$ cat src/rtl/regfile_mp_if.sv
// Register file bus: three read ports with busy flags, two write ports,
// the scoreboard set request and the externally supplied PC value.
interface regfile_mp_if #(
    parameter int DATA_WIDTH = 32,
    parameter int ADDR_WIDTH = 4
);
    // Read ports
    logic [ADDR_WIDTH-1:0] A1;
    logic [ADDR_WIDTH-1:0] A2;
    logic [ADDR_WIDTH-1:0] A4;
    logic [DATA_WIDTH-1:0] RD1;
    logic [DATA_WIDTH-1:0] RD2;
    logic [DATA_WIDTH-1:0] RD4;
    logic                  BUSY1;
    logic                  BUSY2;
    logic                  BUSY4;

    // Primary write port
    logic                  WE3;
    logic [ADDR_WIDTH-1:0] A3;
    logic [DATA_WIDTH-1:0] WD3;

    // Secondary (base writeback) write port
    logic                  WE5;
    logic [ADDR_WIDTH-1:0] A5;
    logic [DATA_WIDTH-1:0] WD5;

    // Scoreboard set request
    logic                  SETB;
    logic [ADDR_WIDTH-1:0] ASB;

    // PC alias returned for the top register index
    logic [DATA_WIDTH-1:0] R15;

    // Pipeline side: drives addresses, writes and PC; receives read data
    modport master (
        output A1, A2, A4,
        output WE3, A3, WD3,
        output WE5, A5, WD5,
        output SETB, ASB,
        output R15,
        input  RD1, RD2, RD4,
        input  BUSY1, BUSY2, BUSY4
    );

    // Register file side
    modport slave (
        input  A1, A2, A4,
        input  WE3, A3, WD3,
        input  WE5, A5, WD5,
        input  SETB, ASB,
        input  R15,
        output RD1, RD2, RD4,
        output BUSY1, BUSY2, BUSY4
    );
endinterface

$ cat src/rtl/regfile_mp.sv
// Multi-port register file: three combinational read ports, a primary and a
// base-writeback write port, optional write-to-read forwarding and a busy
// scoreboard. The top index is not stored; it aliases the external PC input.
module regfile_mp #(
    parameter int DATA_WIDTH = 32,
    parameter int ADDR_WIDTH = 4,
    parameter bit BYPASS     = 1'b1
) (
    input  logic         CLK,
    input  logic         RESETn,
    regfile_mp_if.slave  bus
);
    localparam int NUM_REGS   = 2 ** ADDR_WIDTH;
    localparam int NUM_STORED = NUM_REGS - 1;
    localparam int NUM_READ   = 3;
    localparam logic [ADDR_WIDTH-1:0] TOP_ADDR = ADDR_WIDTH'(NUM_REGS - 1);

    // Architectural state: general registers and their busy bits
    logic [DATA_WIDTH-1:0] data_reg [NUM_STORED];
    logic [NUM_STORED-1:0] busy_reg;

    // Per-register decode of this cycle's write and busy-set requests
    logic [NUM_STORED-1:0] wr3_hit;
    logic [NUM_STORED-1:0] wr5_hit;
    logic [NUM_STORED-1:0] setb_hit;

    // Read ports gathered into arrays so they share one lookup loop
    logic [ADDR_WIDTH-1:0] rd_addr [NUM_READ];
    logic [DATA_WIDTH-1:0] rd_data [NUM_READ];
    logic                  rd_busy [NUM_READ];

    // Enables gate the address compare so an undriven address with the
    // enable low can never select a register.
    generate
        for (genvar gi = 0; gi < NUM_STORED; gi++) begin : g_decode
            assign wr3_hit[gi]  = bus.WE3  && (bus.A3  == ADDR_WIDTH'(gi));
            assign wr5_hit[gi]  = bus.WE5  && (bus.A5  == ADDR_WIDTH'(gi));
            assign setb_hit[gi] = bus.SETB && (bus.ASB == ADDR_WIDTH'(gi));
        end
    endgenerate

    // Register data update; port 3 takes priority over port 5 on a collision
    always_ff @(posedge CLK or negedge RESETn) begin
        if (!RESETn) begin
            for (int i = 0; i < NUM_STORED; i++) begin
                data_reg[i] <= '0;
            end
        end else begin
            for (int i = 0; i < NUM_STORED; i++) begin
                if (wr3_hit[i]) begin
                    data_reg[i] <= bus.WD3;
                end else if (wr5_hit[i]) begin
                    data_reg[i] <= bus.WD5;
                end
            end
        end
    end

    // Scoreboard update; a new producer (SETB) outranks a retiring write
    always_ff @(posedge CLK or negedge RESETn) begin
        if (!RESETn) begin
            busy_reg <= '0;
        end else begin
            for (int i = 0; i < NUM_STORED; i++) begin
                if (setb_hit[i]) begin
                    busy_reg[i] <= 1'b1;
                end else if (wr3_hit[i] || wr5_hit[i]) begin
                    busy_reg[i] <= 1'b0;
                end
            end
        end
    end

    assign rd_addr[0] = bus.A1;
    assign rd_addr[1] = bus.A2;
    assign rd_addr[2] = bus.A4;

    // Read lookup: PC alias, then forwarded write data, then stored value
    always_comb begin
        for (int p = 0; p < NUM_READ; p++) begin
            rd_data[p] = '0;
            rd_busy[p] = 1'b0;
            if (rd_addr[p] == TOP_ADDR) begin
                rd_data[p] = bus.R15;
                rd_busy[p] = 1'b0;
            end else if (BYPASS && bus.WE3 && (bus.A3 == rd_addr[p])) begin
                rd_data[p] = bus.WD3;
                rd_busy[p] = 1'b0;
            end else if (BYPASS && bus.WE5 && (bus.A5 == rd_addr[p])) begin
                rd_data[p] = bus.WD5;
                rd_busy[p] = 1'b0;
            end else begin
                rd_data[p] = data_reg[rd_addr[p]];
                rd_busy[p] = busy_reg[rd_addr[p]];
            end
        end
    end

    assign bus.RD1   = rd_data[0];
    assign bus.RD2   = rd_data[1];
    assign bus.RD4   = rd_data[2];
    assign bus.BUSY1 = rd_busy[0];
    assign bus.BUSY2 = rd_busy[1];
    assign bus.BUSY4 = rd_busy[2];

endmodule
$ cat src/flat_wrapper.sv
// flat-port wrapper written by rule: the top's interface ports become plain ports
module regfile_mp_flat 
#(
    parameter int DATA_WIDTH = 32,
    parameter int ADDR_WIDTH = 4,
    parameter bit BYPASS     = 1'b1
)
  (CLK, RESETn, bus_A1, bus_A2, bus_A4, bus_WE3, bus_A3, bus_WD3, bus_WE5, bus_A5, bus_WD5, bus_SETB, bus_ASB, bus_R15, bus_RD1, bus_RD2, bus_RD4, bus_BUSY1, bus_BUSY2, bus_BUSY4);
  regfile_mp_if #(.DATA_WIDTH(DATA_WIDTH), .ADDR_WIDTH(ADDR_WIDTH)) bus_i ();
  input  logic CLK;
  input  logic RESETn;
  input wire logic [$bits(bus_i.A1)-1:0] bus_A1;
  input wire logic [$bits(bus_i.A2)-1:0] bus_A2;
  input wire logic [$bits(bus_i.A4)-1:0] bus_A4;
  input wire logic [$bits(bus_i.WE3)-1:0] bus_WE3;
  input wire logic [$bits(bus_i.A3)-1:0] bus_A3;
  input wire logic [$bits(bus_i.WD3)-1:0] bus_WD3;
  input wire logic [$bits(bus_i.WE5)-1:0] bus_WE5;
  input wire logic [$bits(bus_i.A5)-1:0] bus_A5;
  input wire logic [$bits(bus_i.WD5)-1:0] bus_WD5;
  input wire logic [$bits(bus_i.SETB)-1:0] bus_SETB;
  input wire logic [$bits(bus_i.ASB)-1:0] bus_ASB;
  input wire logic [$bits(bus_i.R15)-1:0] bus_R15;
  output wire logic [$bits(bus_i.RD1)-1:0] bus_RD1;
  output wire logic [$bits(bus_i.RD2)-1:0] bus_RD2;
  output wire logic [$bits(bus_i.RD4)-1:0] bus_RD4;
  output wire logic [$bits(bus_i.BUSY1)-1:0] bus_BUSY1;
  output wire logic [$bits(bus_i.BUSY2)-1:0] bus_BUSY2;
  output wire logic [$bits(bus_i.BUSY4)-1:0] bus_BUSY4;
  assign bus_i.A1 = bus_A1;
  assign bus_i.A2 = bus_A2;
  assign bus_i.A4 = bus_A4;
  assign bus_i.WE3 = bus_WE3;
  assign bus_i.A3 = bus_A3;
  assign bus_i.WD3 = bus_WD3;
  assign bus_i.WE5 = bus_WE5;
  assign bus_i.A5 = bus_A5;
  assign bus_i.WD5 = bus_WD5;
  assign bus_i.SETB = bus_SETB;
  assign bus_i.ASB = bus_ASB;
  assign bus_i.R15 = bus_R15;
  assign bus_RD1 = bus_i.RD1;
  assign bus_RD2 = bus_i.RD2;
  assign bus_RD4 = bus_i.RD4;
  assign bus_BUSY1 = bus_i.BUSY1;
  assign bus_BUSY2 = bus_i.BUSY2;
  assign bus_BUSY4 = bus_i.BUSY4;
  regfile_mp #(.DATA_WIDTH(DATA_WIDTH), .ADDR_WIDTH(ADDR_WIDTH), .BYPASS(BYPASS)) u_core (.CLK(CLK), .RESETn(RESETn), .bus(bus_i));
endmodule
$ cat config.mk
export PLATFORM = sky130hd
export DESIGN_NAME = regfile_mp_flat
export DESIGN_NICKNAME = d
export VERILOG_FILES = /design/src/rtl/regfile_mp_if.sv /design/src/rtl/regfile_mp.sv /design/src/flat_wrapper.sv
export SDC_FILE = /design/constraint.sdc
export NUM_CORES = 2
export LEC_CHECK = 0
export CAP_MARGIN = 30
export CORE_UTILIZATION = 30
export DETAILED_ROUTE_END_ITERATION = 12
export PLACE_DENSITY = 0.45
export SLEW_MARGIN = 20
export SYNTH_ARGS = -nofsm -noshare
export SYNTH_HDL_FRONTEND = slang
export SYNTH_SLANG_ARGS = --single-unit
$ cat constraint.sdc
create_clock -name CLK -period 2.8 [get_ports CLK]
set_input_delay 0.56 -clock CLK [delete_from_list [all_inputs] [get_ports CLK]]
set_output_delay 0.56 -clock CLK [all_outputs]
set_load 0.05 [all_outputs]
==> impl_metrics.py <==
metrics = {
    "pwr": {
        "net-switching-power_mw": 12.38,
        "power_switching_share_pct": 36.52,
        "power_per_cell_area_nw_per_um2": 612.3,
        "irDropWorstVdd_uv": 417.5,
        "fraction_of_power_consumed_by_combinational_cells_pct": 41.8,
        "p_int_mw": 21.52,
        "clock_power_share_pct": 26.2,
        "p_leak_nw": 21.52,
        "power.share.sequential_pct": 32.0,
    },
    "global_route": {
        "grt_pass1_wl_mm": 276.8,
        "number_of_global_route_vias_before_repair": 35250,
        "grt.overflow.total": 0,
        "grt_max_degree": 102,
        "antenna_found_initial": 4,
        "global_route_usage_over_all_layers_pct": 31.04,
    },
    "routing": {
        "detail_route.wl_per_cell_um": 32.47,
        "detailedRoute.firstPassIterationCount": 6,
        "drt-initial-drc-count": 4343,
        "vias_per_cell": 5.944,
        "postRouteWirelength_mm": 199.0,
        "dr_total_vias": 36430,
        "drt_drc_violations_left": 0,
        "antenna_violating_nets_post_route": 0,
    },
    "finish": {
        "post_layout_nonfiller_instances": 6128,
        "regArea_um2": 12390,
        "finish.net_count": 4580,
        "multi_input_comb_area_um2": 26230,
        "largest_register_ff_count": 480,
        "diodes": 0,
        "most_common_library_cell_in_the_layout_ignoring_fill_and_taps": "sky130_fd_sc_hd__nor2_1",
        "area_growth_pct": 50.25,
        "drive_above_1_share_pct": 35.13,
        "mostFrequentLayoutCells": "sky130_fd_sc_hd__nor2_1 (520), sky130_fd_sc_hd__dfrtp_1 (495), sky130_fd_sc_hd__a21oi_1 (481), sky130_fd_sc_hd__mux2i_1 (449), sky130_fd_sc_hd__buf_4 (439)",
        "fill_cells": 11280,
    },
    "worst_setup_path": {
        "worstSetupEndpointType": "output pin",
        "cp_max_delay_cell": "sky130_fd_sc_hd__a2111oi_4",
        "crit_arrival_ns": 2.59,
        "sort_of_element_at_the_start_of_the_critical_path": "input port",
        "worst-endpoint-required_ns": 2.24,
        "timing.critical_path.slowest_cell_delay_ns": 0.61,
        "cp.buffers_inverters": 3,
        "worst_path_dominant_cell_family": "compound AO/OA/AOI/OAI gates",
        "reg2reg_setup_slack_ns": 1.81,
        "criticalPathCategory": "in2out",
        "crit_path_cell_trace": "buf_6 -> nor2b_4 -> a2111oi_4 -> nand2_2 -> and3_4 -> buf_12 -> a2111oi_4 -> buf_12",
        "timing.critical_path.fanout_max": 8,
    },
    "timing": {
        "finalCriticalPeriod_ns": 3.148,
        "timing.clock.skew_ns": 0,
        "setup_repair_after_global_routing_missed_its_margin": "yes",
        "timing.final.hold_violations": 0,
        "final_critical_path_setup_slack_ns": -0.3478,
        "maxClockFrequency_mhz": 317.7,
        "fin_crit_sh_pct": 112.4,
        "final_max_slew_viol_count": 0,
        "whs_ns": 0.3907,
        "setup_viol": 99,
        "worst_pin_slew_ns": 0.7158,
        "slew_headroom_pct": 52.28,
    },
    "floorplan": {
        "std_cell_rows": 128,
        "initial_utilization_pct": 30.23,
        "fp.dieArea_um2": 124200,
        "design.portCount": 224,
        "fp.dieH_um": 352.4,
        "floorplan.core_area_um2": 121900,
        "floorplan.die.width_um": 352.4,
    },
    "place": {
        "post-place-cells": 5840,
        "post-dp-hpwl_mm": 128.5,
        "globalplace.congestion": 0.8740,
        "numPortBuffers": 223,
    },
    "cts": {
        "cts-buffers-inserted": 67,
        "numClockSinks": 495,
        "cts_htree_levels": 3,
        "tritoncts": "built",
        "insertion_delay_ns": 0.64,
        "max-clock-path-buffers": 3,
        "clk_root_buffer_cell": "sky130_fd_sc_hd__clkbuf_16",
        "clock_input_transition_at_the_sequential_cells_of_the_worst_setup_and_hold_paths_ns": 0.06,
    },
    "synthesis": {
        "synth_largest_type_area_fraction_pct": 33.62,
        "synth.yosys.seq_area_share_pct": 33.62,
        "synthesis.instances": 3916,
        "synth-async-reset-ratio_pct": 100.0,
        "count_of_yosys_warnings_during_synthesis": 0,
        "postSynthRegisterBits": 495,
        "post-synth-top-area-cell": "sky130_fd_sc_hd__dfrtp_1",
        "synth_fp_nets": 4041,
        "synth_area_per_cell_um2": 9.408,
        "synth_area_leaders": "sky130_fd_sc_hd__dfrtp_1 (34%), sky130_fd_sc_hd__mux4_2 (16%), sky130_fd_sc_hd__mux2i_1 (12%)",
        "post_synth_edffs": 0,
        "dominantRegCellSynth": "sky130_fd_sc_hd__dfrtp_1",
        "netlist_area_um2": 36840,
        "yosys.cell_types.count": 53,
    },
    "job": {
        "maxCapViolCount": 0,
    },
    "status": {
        "run_status": "complete, but fails checks",
        "failing_checks": "negative setup slack",
    },
    "hold_path": {
        "timing.hold.worst.class": "in2async",
    },
}
-- logic make-up (layout without fill, tap and decap cells) --
kind of cell / Yosys count / count (layout) / share of synthesized area (%)
mux: 718 / 718 / 28.64
compound gates: 1145 / 1145 / 19.62
buf+inv: 549 / 1136 / 6.415
simple gates: 988 / 988 / 11.21
flops: 495 / 495 / 33.62
xor+xnor: 21 / 21 / 0.4992
-- final timing paths --
path	startpoint	endpoint	depth (start not counted)
worst max-delay path	bus_A4[3]	bus_RD4[10]	8
worst min-delay path	RESETn	u_core.data_reg[288]$_DFFE_PN0P_	2
worst max register to register	u_core.data_reg[96]$_DFFE_PN0P_	u_core.data_reg[96]$_DFFE_PN0P_	4
worst min register to register	u_core.busy_reg[11]$_DFFE_PN0P_	u_core.busy_reg[11]$_DFFE_PN0P_	2
max in group asynchronous	RESETn	u_core.data_reg[307]$_DFFE_PN0P_	4
min in group CLK	u_core.busy_reg[11]$_DFFE_PN0P_	u_core.busy_reg[11]$_DFFE_PN0P_	2
-- power groups by stage --
stage	Combinational, mW	Sequential (mW)	Clock (mW)
after floorplan	8.11	10.2	0
final	14.2	10.8	8.89
after detailed placement	12.8	10.8	0
after global placement	12.7	10.8	0
after global routing	14.9	11.1	9.23
after CTS	13.9	10.7	8.96
-- final cells by class --
class,instances,area share (%)
Tap cell,1625,3.673
Multi-Input combinational cell,2872,47.38
Sequential cell,495,22.38
Timing Repair Buffer,952,22.16
Clock buffer,99,3.634
Inverter,67,0.4588
Clock inverter,18,0.3164
-- worst reg2reg max path: stages (launching register included) --
cell                      delay, ns
sky130_fd_sc_hd__dfrtp_1       0.38
sky130_fd_sc_hd__buf_4         0.14
sky130_fd_sc_hd__buf_4         0.12
sky130_fd_sc_hd__mux2i_1       0.13
sky130_fd_sc_hd__a21oi_1       0.08
-- synthesized netlist by cell type (2+ instances only) --
library cell / instances
sky130_fd_sc_hd__o2bb2ai_1: 2
sky130_fd_sc_hd__a21oi_1: 481
sky130_fd_sc_hd__a2111oi_2: 30
sky130_fd_sc_hd__mux2i_1: 449
sky130_fd_sc_hd__buf_1: 35
sky130_fd_sc_hd__nor2_1: 533
sky130_fd_sc_hd__nor4_2: 2
sky130_fd_sc_hd__a22o_1: 95
sky130_fd_sc_hd__a22oi_1: 31
sky130_fd_sc_hd__buf_2: 104
sky130_fd_sc_hd__xor2_1: 10
sky130_fd_sc_hd__and3_1: 34
sky130_fd_sc_hd__or3b_1: 2
sky130_fd_sc_hd__a221oi_1: 128
sky130_fd_sc_hd__xnor2_1: 11
sky130_fd_sc_hd__clkbuf_1: 309
sky130_fd_sc_hd__nor3_1: 33
sky130_fd_sc_hd__nor4_1: 31
sky130_fd_sc_hd__nand3_1: 8
sky130_fd_sc_hd__nand2b_1: 7
sky130_fd_sc_hd__nor3b_1: 2
sky130_fd_sc_hd__nand2_1: 294
sky130_fd_sc_hd__mux4_2: 269
sky130_fd_sc_hd__clkinv_1: 31
sky130_fd_sc_hd__buf_6: 12
sky130_fd_sc_hd__nor2b_1: 16
sky130_fd_sc_hd__nand3_2: 2
sky130_fd_sc_hd__or3_1: 3
sky130_fd_sc_hd__a32o_1: 6
sky130_fd_sc_hd__o21ai_0: 269
sky130_fd_sc_hd__dfrtp_1: 495
sky130_fd_sc_hd__and2_1: 10
sky130_fd_sc_hd__o221ai_1: 32
sky130_fd_sc_hd__o22ai_1: 65
sky130_fd_sc_hd__buf_4: 22
sky130_fd_sc_hd__nand3b_1: 2
sky130_fd_sc_hd__inv_1: 35
-- per-stage QoR --
stage | util [%] | cell area [um^2] | worst slack [ns] | setup TNS (ns) | power [mW]
final | 45.42 | 55360 | -0.3478 | -22.85 | 33.90
after global routing | 45.42 | 55360 | -0.3678 | -27.22 | 35.22
after CTS | 44.77 | 54560 | -0.3202 | -22.46 | 33.58
after detailed placement | 39.95 | 48690 | -1.046 | -72.09 | 23.64
after global placement | 39.95 | 48690 | -1.046 | -72.63 | 23.47
after floorplan | - | 38860 | -0.2110 | -6.908 | 18.33
-- per-layer routing --
| layer | wire length, um | part of all wire [%] | track usage, % |
|---|---|---|---|
| met1 | 82400 | 41 | 41.61 |
| met2 | 89220 | 45 | 47.77 |
| met3 | 16770 | 8.4 | 6.427 |
| met4 | 10620 | 5.3 | 14.65 |
| met5 | 0 | 0 | 0 |
-- repair_timing --
action | CTS | global route
hold buffers | 1 | 0
pin swaps | 155 | 69
setup buffers | 130 | 30
gates resized for setup | 389 | 87
hold endpoints to repair | 15 | 0
gates cloned | 18 | 8
endpoints found under the setup margin | 99 | 99
(Power assumes the default switching activity.)
